[src/rtl/periph_arb_pkg.sv]
// Shared types and constants for the peripheral OBI arbiter: OBI request/response
// structs, arbiter FSM states and the watchdog response word.
package periph_arb_pkg;

  typedef enum logic [0:0] {
    IDLE     = 1'b0,
    WAIT_RSP = 1'b1
  } arb_state_e;

  localparam logic [31:0] TIMEOUT_RDATA = 32'hBADCAB1E;

  localparam int unsigned NHARTS_DEFAULT = 3;
  typedef logic [$clog2(NHARTS_DEFAULT)-1:0] hart_idx_t;

  typedef struct packed {
    logic        req;
    logic [31:0] addr;
    logic        we;
    logic [3:0]  be;
    logic [31:0] wdata;
  } obi_req_t;

  typedef struct packed {
    logic        gnt;
    logic        rvalid;
    logic [31:0] rdata;
  } obi_resp_t;

  // Owner index width; kept at least one bit wide.
  function automatic int unsigned idx_width(input int unsigned n);
    return (n > 1) ? $clog2(n) : 1;
  endfunction

endpackage

[src/rtl/periph_rr_select.sv]
// Combinational round-robin picker: first asserted request scanning from rr_ptr
// upwards, wrapping modulo NHARTS.
module periph_rr_select
  import periph_arb_pkg::*;
#(
  parameter int unsigned NHARTS = 3,
  parameter int unsigned IW     = idx_width(NHARTS)
) (
  input  logic [NHARTS-1:0] req,
  input  logic [IW-1:0]     rr_ptr,
  output logic [IW-1:0]     sel,
  output logic              valid
);

  logic [IW-1:0] cand;

  always_comb begin
    sel   = '0;
    valid = 1'b0;
    cand  = '0;
    for (int unsigned i = 0; i < NHARTS; i++) begin
      cand = IW'((32'(rr_ptr) + i) % NHARTS);
      if (!valid && req[cand]) begin
        valid = 1'b1;
        sel   = cand;
      end
    end
  end

endmodule

[src/rtl/periph_obi_arbiter.sv]
// Round-robin arbiter sharing one OBI slave port between NHARTS masters, one
// outstanding transaction. Optional response watchdog: PERIPH_ARB_TIMEOUT_EN.
module periph_obi_arbiter
  import periph_arb_pkg::*;
#(
  parameter int unsigned NHARTS         = 3,
  parameter int unsigned TIMEOUT_CYCLES = 64
) (
  input  logic      clk_i,
  input  logic      rst_ni,
  input  obi_req_t  master_req_i  [NHARTS],
  output obi_resp_t master_resp_o [NHARTS],
  output obi_req_t  slave_req_o,
  input  obi_resp_t slave_resp_i
);

  localparam int unsigned IW = idx_width(NHARTS);

  if (NHARTS < 2 || TIMEOUT_CYCLES < 2) begin : g_param_check
    $error("periph_obi_arbiter: NHARTS and TIMEOUT_CYCLES must both be >= 2");
  end

  arb_state_e    state_q, state_d;
  logic [IW-1:0] rr_ptr_q, rr_ptr_d;
  logic [IW-1:0] owner_q, owner_d;
  logic [IW-1:0] lock_sel_q, lock_sel_d;
  logic          lock_q, lock_d;

  logic [NHARTS-1:0] req_vec;
  logic [IW-1:0]     rr_sel, sel;
  logic              rr_valid, sel_valid, issue;
  logic              rsp_fire, tmo_hit, issue_ok;
  logic [31:0]       rsp_rdata;

  always_comb begin
    req_vec = '0;
    for (int unsigned h = 0; h < NHARTS; h++) req_vec[h] = master_req_i[h].req;
  end

  periph_rr_select #(.NHARTS(NHARTS), .IW(IW)) u_rr_select (
    .req    (req_vec),
    .rr_ptr (rr_ptr_q),
    .sel    (rr_sel),
    .valid  (rr_valid)
  );

  // A stalled address phase keeps its master until granted, even if a
  // higher-priority master raises req meanwhile.
  assign sel       = lock_q ? lock_sel_q : rr_sel;
  assign sel_valid = lock_q ? req_vec[lock_sel_q] : rr_valid;
  assign issue     = (state_q == IDLE) && issue_ok && sel_valid;
  assign rsp_fire  = (state_q == WAIT_RSP) && (slave_resp_i.rvalid || tmo_hit);
  assign rsp_rdata = slave_resp_i.rvalid ? slave_resp_i.rdata : TIMEOUT_RDATA;

`ifdef PERIPH_ARB_TIMEOUT_EN
  localparam int unsigned CNT_W = $clog2(TIMEOUT_CYCLES);

  logic [CNT_W-1:0] tmo_cnt_q, tmo_cnt_d;
  logic             stale_q, stale_d;

  assign tmo_hit  = (state_q == WAIT_RSP) && !slave_resp_i.rvalid &&
                    (tmo_cnt_q == CNT_W'(TIMEOUT_CYCLES - 1));
  assign issue_ok = !stale_q;

  // The late response of a timed-out transaction must not reach the next owner.
  always_comb begin
    tmo_cnt_d = '0;
    stale_d   = stale_q;
    if (state_q == WAIT_RSP) tmo_cnt_d = tmo_cnt_q + CNT_W'(1);
    if (tmo_hit) stale_d = 1'b1;
    else if (state_q == IDLE && slave_resp_i.rvalid) stale_d = 1'b0;
  end

  always_ff @(posedge clk_i or negedge rst_ni) begin
    if (!rst_ni) begin
      tmo_cnt_q <= '0;
      stale_q   <= 1'b0;
    end else begin
      tmo_cnt_q <= tmo_cnt_d;
      stale_q   <= stale_d;
    end
  end
`else
  assign tmo_hit  = 1'b0;
  assign issue_ok = 1'b1;
`endif

  always_comb begin
    state_d     = state_q;
    rr_ptr_d    = rr_ptr_q;
    owner_d     = owner_q;
    lock_d      = lock_q;
    lock_sel_d  = lock_sel_q;
    slave_req_o = '0;
    unique case (state_q)
      IDLE: begin
        if (issue) begin
          slave_req_o = master_req_i[sel];
          if (slave_resp_i.gnt) begin
            owner_d  = sel;
            rr_ptr_d = (sel == IW'(NHARTS - 1)) ? '0 : sel + IW'(1);
            lock_d   = 1'b0;
            state_d  = WAIT_RSP;
          end else begin
            lock_d     = 1'b1;
            lock_sel_d = sel;
          end
        end else begin
          lock_d = 1'b0;
        end
      end
      WAIT_RSP: begin
        if (rsp_fire) state_d = IDLE;
      end
      default: state_d = IDLE;
    endcase
  end

  always_comb begin
    for (int unsigned h = 0; h < NHARTS; h++) begin
      master_resp_o[h] = '0;
      if (issue && sel == IW'(h)) master_resp_o[h].gnt = slave_resp_i.gnt;
      if (rsp_fire && owner_q == IW'(h)) begin
        master_resp_o[h].rvalid = 1'b1;
        master_resp_o[h].rdata  = rsp_rdata;
      end
    end
  end

  always_ff @(posedge clk_i or negedge rst_ni) begin
    if (!rst_ni) begin
      state_q    <= IDLE;
      rr_ptr_q   <= '0;
      owner_q    <= '0;
      lock_q     <= 1'b0;
      lock_sel_q <= '0;
    end else begin
      state_q    <= state_d;
      rr_ptr_q   <= rr_ptr_d;
      owner_q    <= owner_d;
      lock_q     <= lock_d;
      lock_sel_q <= lock_sel_d;
    end
  end

endmodule

[config.mk]
export PLATFORM = sky130hd
export DESIGN_NAME = periph_obi_arbiter
export DESIGN_NICKNAME = d
export VERILOG_FILES = /design/src/rtl/periph_arb_pkg.sv /design/src/rtl/periph_rr_select.sv /design/src/rtl/periph_obi_arbiter.sv
export SDC_FILE = /design/constraint.sdc
export NUM_CORES = 1
export LEC_CHECK = 0
export CAP_MARGIN = 20
export CELL_PAD_IN_SITES_DETAIL_PLACEMENT = 1
export CELL_PAD_IN_SITES_GLOBAL_PLACEMENT = 1
export CORE_AREA = 2 2 163 165
export CTS_BUF_LIST = sky130_fd_sc_hd__clkbuf_4
export DETAILED_ROUTE_END_ITERATION = 8
export DIE_AREA = 0 0 165 167
export GPL_ROUTABILITY_DRIVEN = 1
export PLACE_DENSITY = 0.73
export SLEW_MARGIN = 20
export SYNTH_ARGS = -nofsm -noshare
export SYNTH_HDL_FRONTEND = slang
export SYNTH_SLANG_ARGS = --single-unit
[constraint.sdc]
create_clock -name clk_i -period 7.8 [get_ports clk_i]
set_clock_uncertainty 0.15 [all_clocks]
set_input_delay 0.78 -clock clk_i [delete_from_list [all_inputs] [get_ports clk_i]]
set_output_delay 0.78 -clock clk_i [all_outputs]
set_load 0.02 [all_outputs]
# == Word-level counts from Yosys, hierarchy flattened ==
# Cells that the tools add are included.
# op_classes
n_eq_ne,4
n_reduce_logical,16
muxes,35
order_cmp,5
bitwise_logic,3
div_mod_pow,3
n_addsub,3
# ops
op,count
$mux W70,4
$bmux W70 S2,1
$mux W33,3
$mod A32 B2 Y32 const B,2
$mod A2 B2 Y32 const B,1
$mux W32,1
$mux W1,16
$lt A2 B3 Y1 const B,4
$logic_and A1 B1 Y1,10
$mux W2,5
$bmux W1 S2,4
$reduce_and A3 Y1,2
$eq A2 B1 Y1 const B,2
$eq A2 B2 Y1 const B,2
$logic_not A2 Y1,2
$add A2 B1 Y3 const B,1
$add A2 B2 Y3 const B,1
$ge A3 B3 Y1 const B,1
$not A2 Y3,1
$add A2 B1 Y2 const B,1
$logic_not A1 Y1,2
$not A1 Y1,2
$pmux W1 S2,1
# word_totals
out_inout_bits,172
elab_cells,74
reg_bits,8

# == Longest topological paths before layout ==
# Gate-level depths: netlist of run 1.
# depth
depth_word,17
ltp_mapped,12

# == Cells and area by module ==
# A second synthesis of run 1 with hierarchy kept.
# unflattened
cells_unflattened,367
area_unflattened_um2,2451.1
# by_module_without_submodules
mod,instances,area_each_um2,cells_per_inst
periph_obi_arbiter,1,2250.9,341
periph_rr_select,1,200.2,26

# == Worst setup path after synthesis of run 1 ==
# No wires, ideal clock.
# synth_path
path_kind,input port to output port
start,in master_req_i[209] (netlist name)
end,out slave_req_o[59] (netlist name)
t_required_ns,6.870
arrival_time_ns,2.685
path_buffers,3
stages,9
path_slack_ns,4.185
path_cell_list,mux2_4 mux2_4 o311ai_4 inv_2 o211a_1 buf_6 buf_6 buf_6 a221o_1
# synth_rtl
item,line,source
start: declaration,periph_obi_arbiter.sv:11,"input obi_req_t master_req_i [NHARTS],"
end: declaration,periph_obi_arbiter.sv:13,"output obi_req_t slave_req_o,"

==> results of run 1 <==
-- metal layers --
metal  GRT usage  vias to the layer above  share of wire
li1            -                     2197              -
met1       0.174                     2209           0.40
met2       0.277                      251           0.50
met3      0.0441                       18          0.088
met4      0.0178                        4         0.0083
met5           0                        -         0.0011
-- per-stage QoR --
stage | setup WS (ns) | hold slack (ns) | power (mW) | std cells
final | 2.20 | 0.400 | 2.81 | 1097
after global routing | 1.92 | 0.421 | 2.97 | 1096
after CTS | 2.13 | 0.398 | 2.84 | 1096
after detailed placement | 2.14 | 0.386 | 2.81 | 1093
after global placement | 2.17 | 0.378 | 2.78 | 1093
after floorplan | 4.18 | 0.334 | 1.56 | 376
-- registers in the layout, summed over array words and instances (netlist names) --
signal and cells:
owner_q 2, rr_ptr_q 2, lock_sel_q 2, state_q 1, lock_q 1
-- layout make-up --
class	instances	area (µm²)
fillers	3051	18600
repair buffers	424	4230
multi-input cells	317	2250
well taps	335	419
flip-flops and latches	8	200
inverters	9	33.8
clock buffers	3	22.5
diodes	1	2.50
-- cells in the final DEF, fill, tap and decap left out, types with 2 or more instances in the layout --
cell type / instances
a21oi_1: 6
a221o_1: 69
and2_1: 58
and3_1: 69
buf_4: 7
clkbuf_4: 3
clkdlybuf4s50_1: 417
dfrtp_1: 8
ha_1: 4
inv_1: 8
mux2_4: 2
mux2i_1: 5
nand2_1: 7
nand2b_1: 3
nand3b_1: 3
nor2_1: 43
nor2b_1: 21
o21ai_0: 4
o221ai_1: 2
o22ai_1: 2
-- power by group through the flow --
stage	logic [mW]	registers, mW	clock network, mW
2_1_floorplan	1.48	0.0768	0
3_3_place_gp	2.70	0.0838	0
3_5_place_dp	2.72	0.0838	0
4_1_cts	2.73	0.0836	0.0335
5_1_grt	2.85	0.0875	0.0352
6_report	2.69	0.0835	0.0323
-- cell usage after synthesis (3+ instances only) --
master    instances  area, µm²
buf_2             9       45.0
dfrtp_1           8        200
clkbuf_1         29        109
o21ai_0           4       20.0
nand3b_1          3       22.5
nor2_1           43        161
a21oi_1           6       30.0
ha_1              4       50.1
and2_1           58        363
mux2i_1           5       50.1
nand2_1           7       26.3
nand2b_1          3       18.8
nor2b_1          21        131
inv_1             8       30.0
a221o_1          69        691
buf_6             3       33.8
and3_1           69        432
-- cell families after synthesis --
group                      after synthesis  synth area share
and+or+nand+nor                        211             0.456
muxes                                    8            0.0343
adders and majority gates                4            0.0188
AOI/OAI and AO/OA                       94             0.331
DFF                                      8            0.0751
buffers and inverters                   51            0.0845
-- final timing paths --
path | start | endpoint | slack, ns | depth (start not counted)
max | master_req_i[139] | slave_req_o[10] | 2.20 | 8
min | owner_q[1] | owner_q[1] | 0.40 | 1
max reg2reg | rr_ptr_q[1] | owner_q[1] | 4.61 | 9
min reg2reg | owner_q[1] | owner_q[1] | 0.40 | 1
max in group asynchronous | rst_ni | lock_sel_q[1] | 6.57 | 1
min in group asynchronous | rst_ni | owner_q[1] | 0.66 | 1
==> summary.md, run 1 <==
| Metric | Value |
|---|---|
| Status | complete, no violations |
| Total routed wirelength | 22100 µm |
| Layout area overhead | 169% |
| Fin crit period | 5.60 ns |
| Setup crit start kind | primary input |
| Clk network pwr share | 0.012 |
| Die Y | 167 µm |
| Worst Setup End Kind | output port |
| Crit path required time | 6.87 ns |
| Root Buffer | clkbuf_4 |
| Setup Buffers After CTS | 0 |
| First-pass GRT wire length | 31400 µm |
| Sequential share of power | 0.030 |
| Setup violators final | 0 |
| Routed length per instance | 20.2 µm |
| DR vias/cell | 4.27 |
| Critical path's largest stage delay | 0.83 ns |
| Initial Util | 0.103 |
| Iter 0 DRT Violations | 172 |
| Area of the core | 25800 µm² |
| Slew HR | 0.398 |
| Critical path's slowest cell | o211a_2 |
| Ys flop type | dfrtp_1 |
| DP Area | 7130 µm² |
| Hold buffer count at cts | 0 |
| Vias in the first global route | 4974 |
| Ys async rst share | 1.00 |
| Hold WC Path Type | reg2reg |
| Mean Syn Cell Area | 7.09 µm² |
| H-Tree Depth | 1 |
| Vias | 4679 |
| Synthesized area | 2670 µm² |
| Total GRT Usage | 0.150 |
| ANT nets after route | 0 |
| Die area | 27600 µm² |
| Cell area after layout | 7160 µm² |
| Clk sink count | 8 |
| Final-report hold violation count | 0 |
| Clk Latency, worst-skew pair | 0.26 ns |
| Slew @ Worst Pin | 0.903 ns |
| Largest delay share family, worst path | buffers and inverters |
| Clock tree from TritonCTS | yes |
| # IOs | 418 |
| Max-slew violation count | 0 |
| Fmax | 0.179 GHz |
| Sequential fraction of the synthesis area | 0.0751 |
| Unrepaired setup endpoints after global routing | false |
| Net Sw Frac | 0.539 |
| DR DRC count | 0 |
| Dpl hpwl | 18800 µm |
| Period utilization | 0.718 |
| Crit path kind | in2out |
| CP Buf/Inv Count | 3 |
| Crit path cell chain | clkdlybuf4s50_1 -> mux2_4 -> mux2_4 -> nor4b_2 -> o211a_2 -> buf_4 -> a221o_1 -> clkdlybuf4s50_1 |
| Flops & latches, synth | 8 |
| Initial antenna violation count | 3 |
| TritonCTS buffer count | 3 |
| Nets@finish | 1013 |
| Yosys warns | 0 |
| Max Cap Viol | 0 |
| EDFF count, synth | 0 |
| Crit path DAT | 4.67 ns |
| Syn Nets | 626 |
| Mapped Cells | 376 |
| Leak Pwr | 2.90 nW |
| Worst Path Max Fanout | 36 |
| Largest net degree at the start of global routing | 77 |
| Layout cells sized above 1 | 0.0276 |
| CTS resizes | 0 |
| Setup tns final | 0 ns |
| Peak VDD IR | 303 µV |
| Internal | 1.30 mW |
| GPL Wtd Cong | 0.860 |
| Post-layout util | 0.278 |
| TritonRoute pass-1 iters | 7 |
| PortBufs | 417 |
| Psw | 1.51 mW |
| Power Dens Cells | 392 nW/µm² |
| Clock Path Buffers | 2 |
| Clock slew seen by the registers of the worst setup and hold paths | 0.06 ns |
| Grt total ovfl | 0 |
| Netlist cell types | 41 |
| Share of total power in combinational logic | 0.959 |
| Chip Width | 165 µm |
| Rows | 59 |
Note: power is estimated with default switching activity, not from simulation.
==> run 2: changes to the inputs <==
CORE_AREA = 2 2 162 164   (was 2 2 163 165)
DIE_AREA = 0 0 164 166   (was 0 0 165 167)
PLACE_DENSITY = 0.77   (was 0.73)
clock period = 5.04 ns   (was 7.8 ns; I/O delays follow)
==> summary.md, run 2 (synthesis results as in run 1) <==
| Metric | Value |
|---|---|
| Clock Path Buffers | 2 (unchanged) |
| Vias in the first global route | 5028 (was 4974) |
| Slew HR | 0.495 (was 0.398) |
| Initial Util | 0.104 (was 0.103) |
| Max Cap Viol | 0 (unchanged) |
| Slew @ Worst Pin | 0.758 ns (was 0.903 ns) |
| Crit path DAT | 3.97 ns (was 4.67 ns) |
| H-Tree Depth | 1 (unchanged) |
| Unrepaired setup endpoints after global routing | false (unchanged) |
| PortBufs | 417 (unchanged) |
| Largest net degree at the start of global routing | 77 (unchanged) |
| Setup WS pre-CTS | 0.507 ns (was 2.14 ns) |
| Chip Width | 164 µm (was 165 µm) |
| CTS resizes | 0 (unchanged) |
| Leak Pwr | 2.95 nW (was 2.90 nW) |
| Fill cell count | 3047 (was 3051) |
| Setup tns final | 0 ns (unchanged) |
| Layout area overhead | 173% (was 169%) |
| Area of the core | 25600 µm² (was 25800 µm²) |
| # IOs | 418 (unchanged) |
| Clock tree from TritonCTS | yes (unchanged) |
| Status | complete, no violations (unchanged) |
| DR DRC count | 0 (unchanged) |
| Layout cells sized above 1 | 0.0380 (was 0.0276) |
| Nets@finish | 1015 (was 1013) |
| Worst Setup End Kind | output port (unchanged) |
| Grt total ovfl | 0 (unchanged) |
| Fin crit period | 4.62 ns |
| Worst Setup Slack, final | 0.419 ns (was 2.20 ns) |
| Storage cell area | 200 µm² (unchanged) |
| Final hold slack | 0.372 ns (was 0.400 ns) |
| Total routed wirelength | 21900 µm (was 22100 µm) |
| Routed length per instance | 20.0 µm (was 20.2 µm) |
| Hold WC Path Type | in2async (was reg2reg) |
| Iter 0 DRT Violations | 250 (was 172) |
| GPL Wtd Cong | 0.864 (was 0.860) |
| Peak VDD IR | 302 µV (was 303 µV) |
| Die area | 27200 µm² (was 27600 µm²) |
| Hold buffer count at cts | 0 (unchanged) |
| Power Dens Cells | 625 nW/µm² (was 392 nW/µm²) |
| Vias | 4757 (was 4679) |
| Commonest non-fill, non-tap cell in the layout | clkdlybuf4s50_1 (unchanged) |
| Period utilization | 0.917 |
| Setup crit start kind | flop (was primary input) |
| Fmax | 0.216 GHz |
| Final-report hold violation count | 0 (unchanged) |
| Worst-case reg-to-reg path depth | 9 (unchanged) |
| Total Power | 4.54 mW (was 2.81 mW) |
| Clk sink count | 8 (unchanged) |
| Crit path required time | 4.39 ns (was 6.87 ns) |
| Rows | 59 (unchanged) |
| TritonRoute pass-1 iters | 4 (was 7) |
| DR vias/cell | 4.33 (was 4.27) |
| Worst Path Max Fanout | 39 (was 36) |
| Dpl hpwl | 19000 µm (was 18800 µm) |
| Multi-input gate area | 2260 µm² (was 2250 µm²) |
| ANT nets after route | 0 (unchanged) |
| First-pass GRT wire length | 30900 µm (was 31400 µm) |
| Commonest cells after routing, fill and taps aside | clkdlybuf4s50_1 (411), and3_1 (69), a221o_1 (69) (was clkdlybuf4s50_1 (417), and3_1 (69), a221o_1 (69)) |
| Initial antenna violation count | 1 (was 3) |
| Total GRT Usage | 0.148 (was 0.150) |
| Setup violators final | 0 (unchanged) |
| Top Registers | lock_sel_q (2), owner_q (2), rr_ptr_q (2) (unchanged) |
| Root Buffer | clkbuf_4 (unchanged) |
| Crit path kind | reg2out (was in2out) |
| Clock slew seen by the registers of the worst setup and hold paths | 0.06 ns (about the same) |
| Max-slew violation count | 0 (unchanged) |
| Post-layout util | 0.284 (was 0.278) |
| Setup Buffers After CTS | 0 (unchanged) |
| Die Y | 166 µm (was 167 µm) |
| TritonCTS buffer count | 3 (unchanged) |
| Clk Latency, worst-skew pair | 0.26 ns (about the same) |
## run 2: changes by cell type in the layout (fill, tap and decap cells not counted), sizes merged
cell | before | now
clkdlybuf4s50 | 417 | 411
buf | 7 | 15
## run 2: final timing paths
path                        startpoint               to  slack, ns
setup / recovery           rr_ptr_q[1]  slave_req_o[51]       0.42
hold / removal                  rst_ni          state_q       0.37
setup reg to reg           rr_ptr_q[1]       owner_q[1]       1.85
hold reg to reg             owner_q[1]       owner_q[1]       0.42
max in group asynchronous       rst_ni    lock_sel_q[1]       4.10
min in group clk_i          owner_q[1]       owner_q[1]       0.42
## run 2: report_power, final
group	internal (mW)	total [mW]	switching [mW]
clock network	0.0273	0.0501	0.0228
registers	0.0949	0.133	0.0377
logic	2.03	4.36	2.33
total	2.15	4.54	2.39
## run 2: cell type report
type                       instances  area share
timing repair buffer             426       0.595
multi-input combinational        317       0.311
tap                              335      0.0577
sequential                         8      0.0275
inverter                           9     0.00465
clock buffer                       3     0.00310
antenna                            1    0.000344
## run 2: per-stage QoR
step / area, µm² / std cells
final: 7270 / 1099
after floorplan: 2670 / 376
after detailed placement: 7240 / 1095
after global placement: 7240 / 1095
after CTS: 7260 / 1098
after global routing: 7260 / 1098
## run 2: critical path, stage by stage, from the launching register on
cell and delay, ns:
dfrtp_1 0.40, inv_1 0.11, ha_1 0.29, mux2_4 0.34
mux2_4 0.30, nor4b_2 0.54, o211a_4 0.60, buf_12 0.25
a221o_1 0.19, clkdlybuf4s50_1 0.62
## run 2: routing by layer
layer,vias up,track usage,routed length (µm)
li1,2199,-,-
met3,24,0.0400,2110
met2,305,0.282,11200
met4,0,0.0328,414
met1,2229,0.160,8240
met5,-,0,0
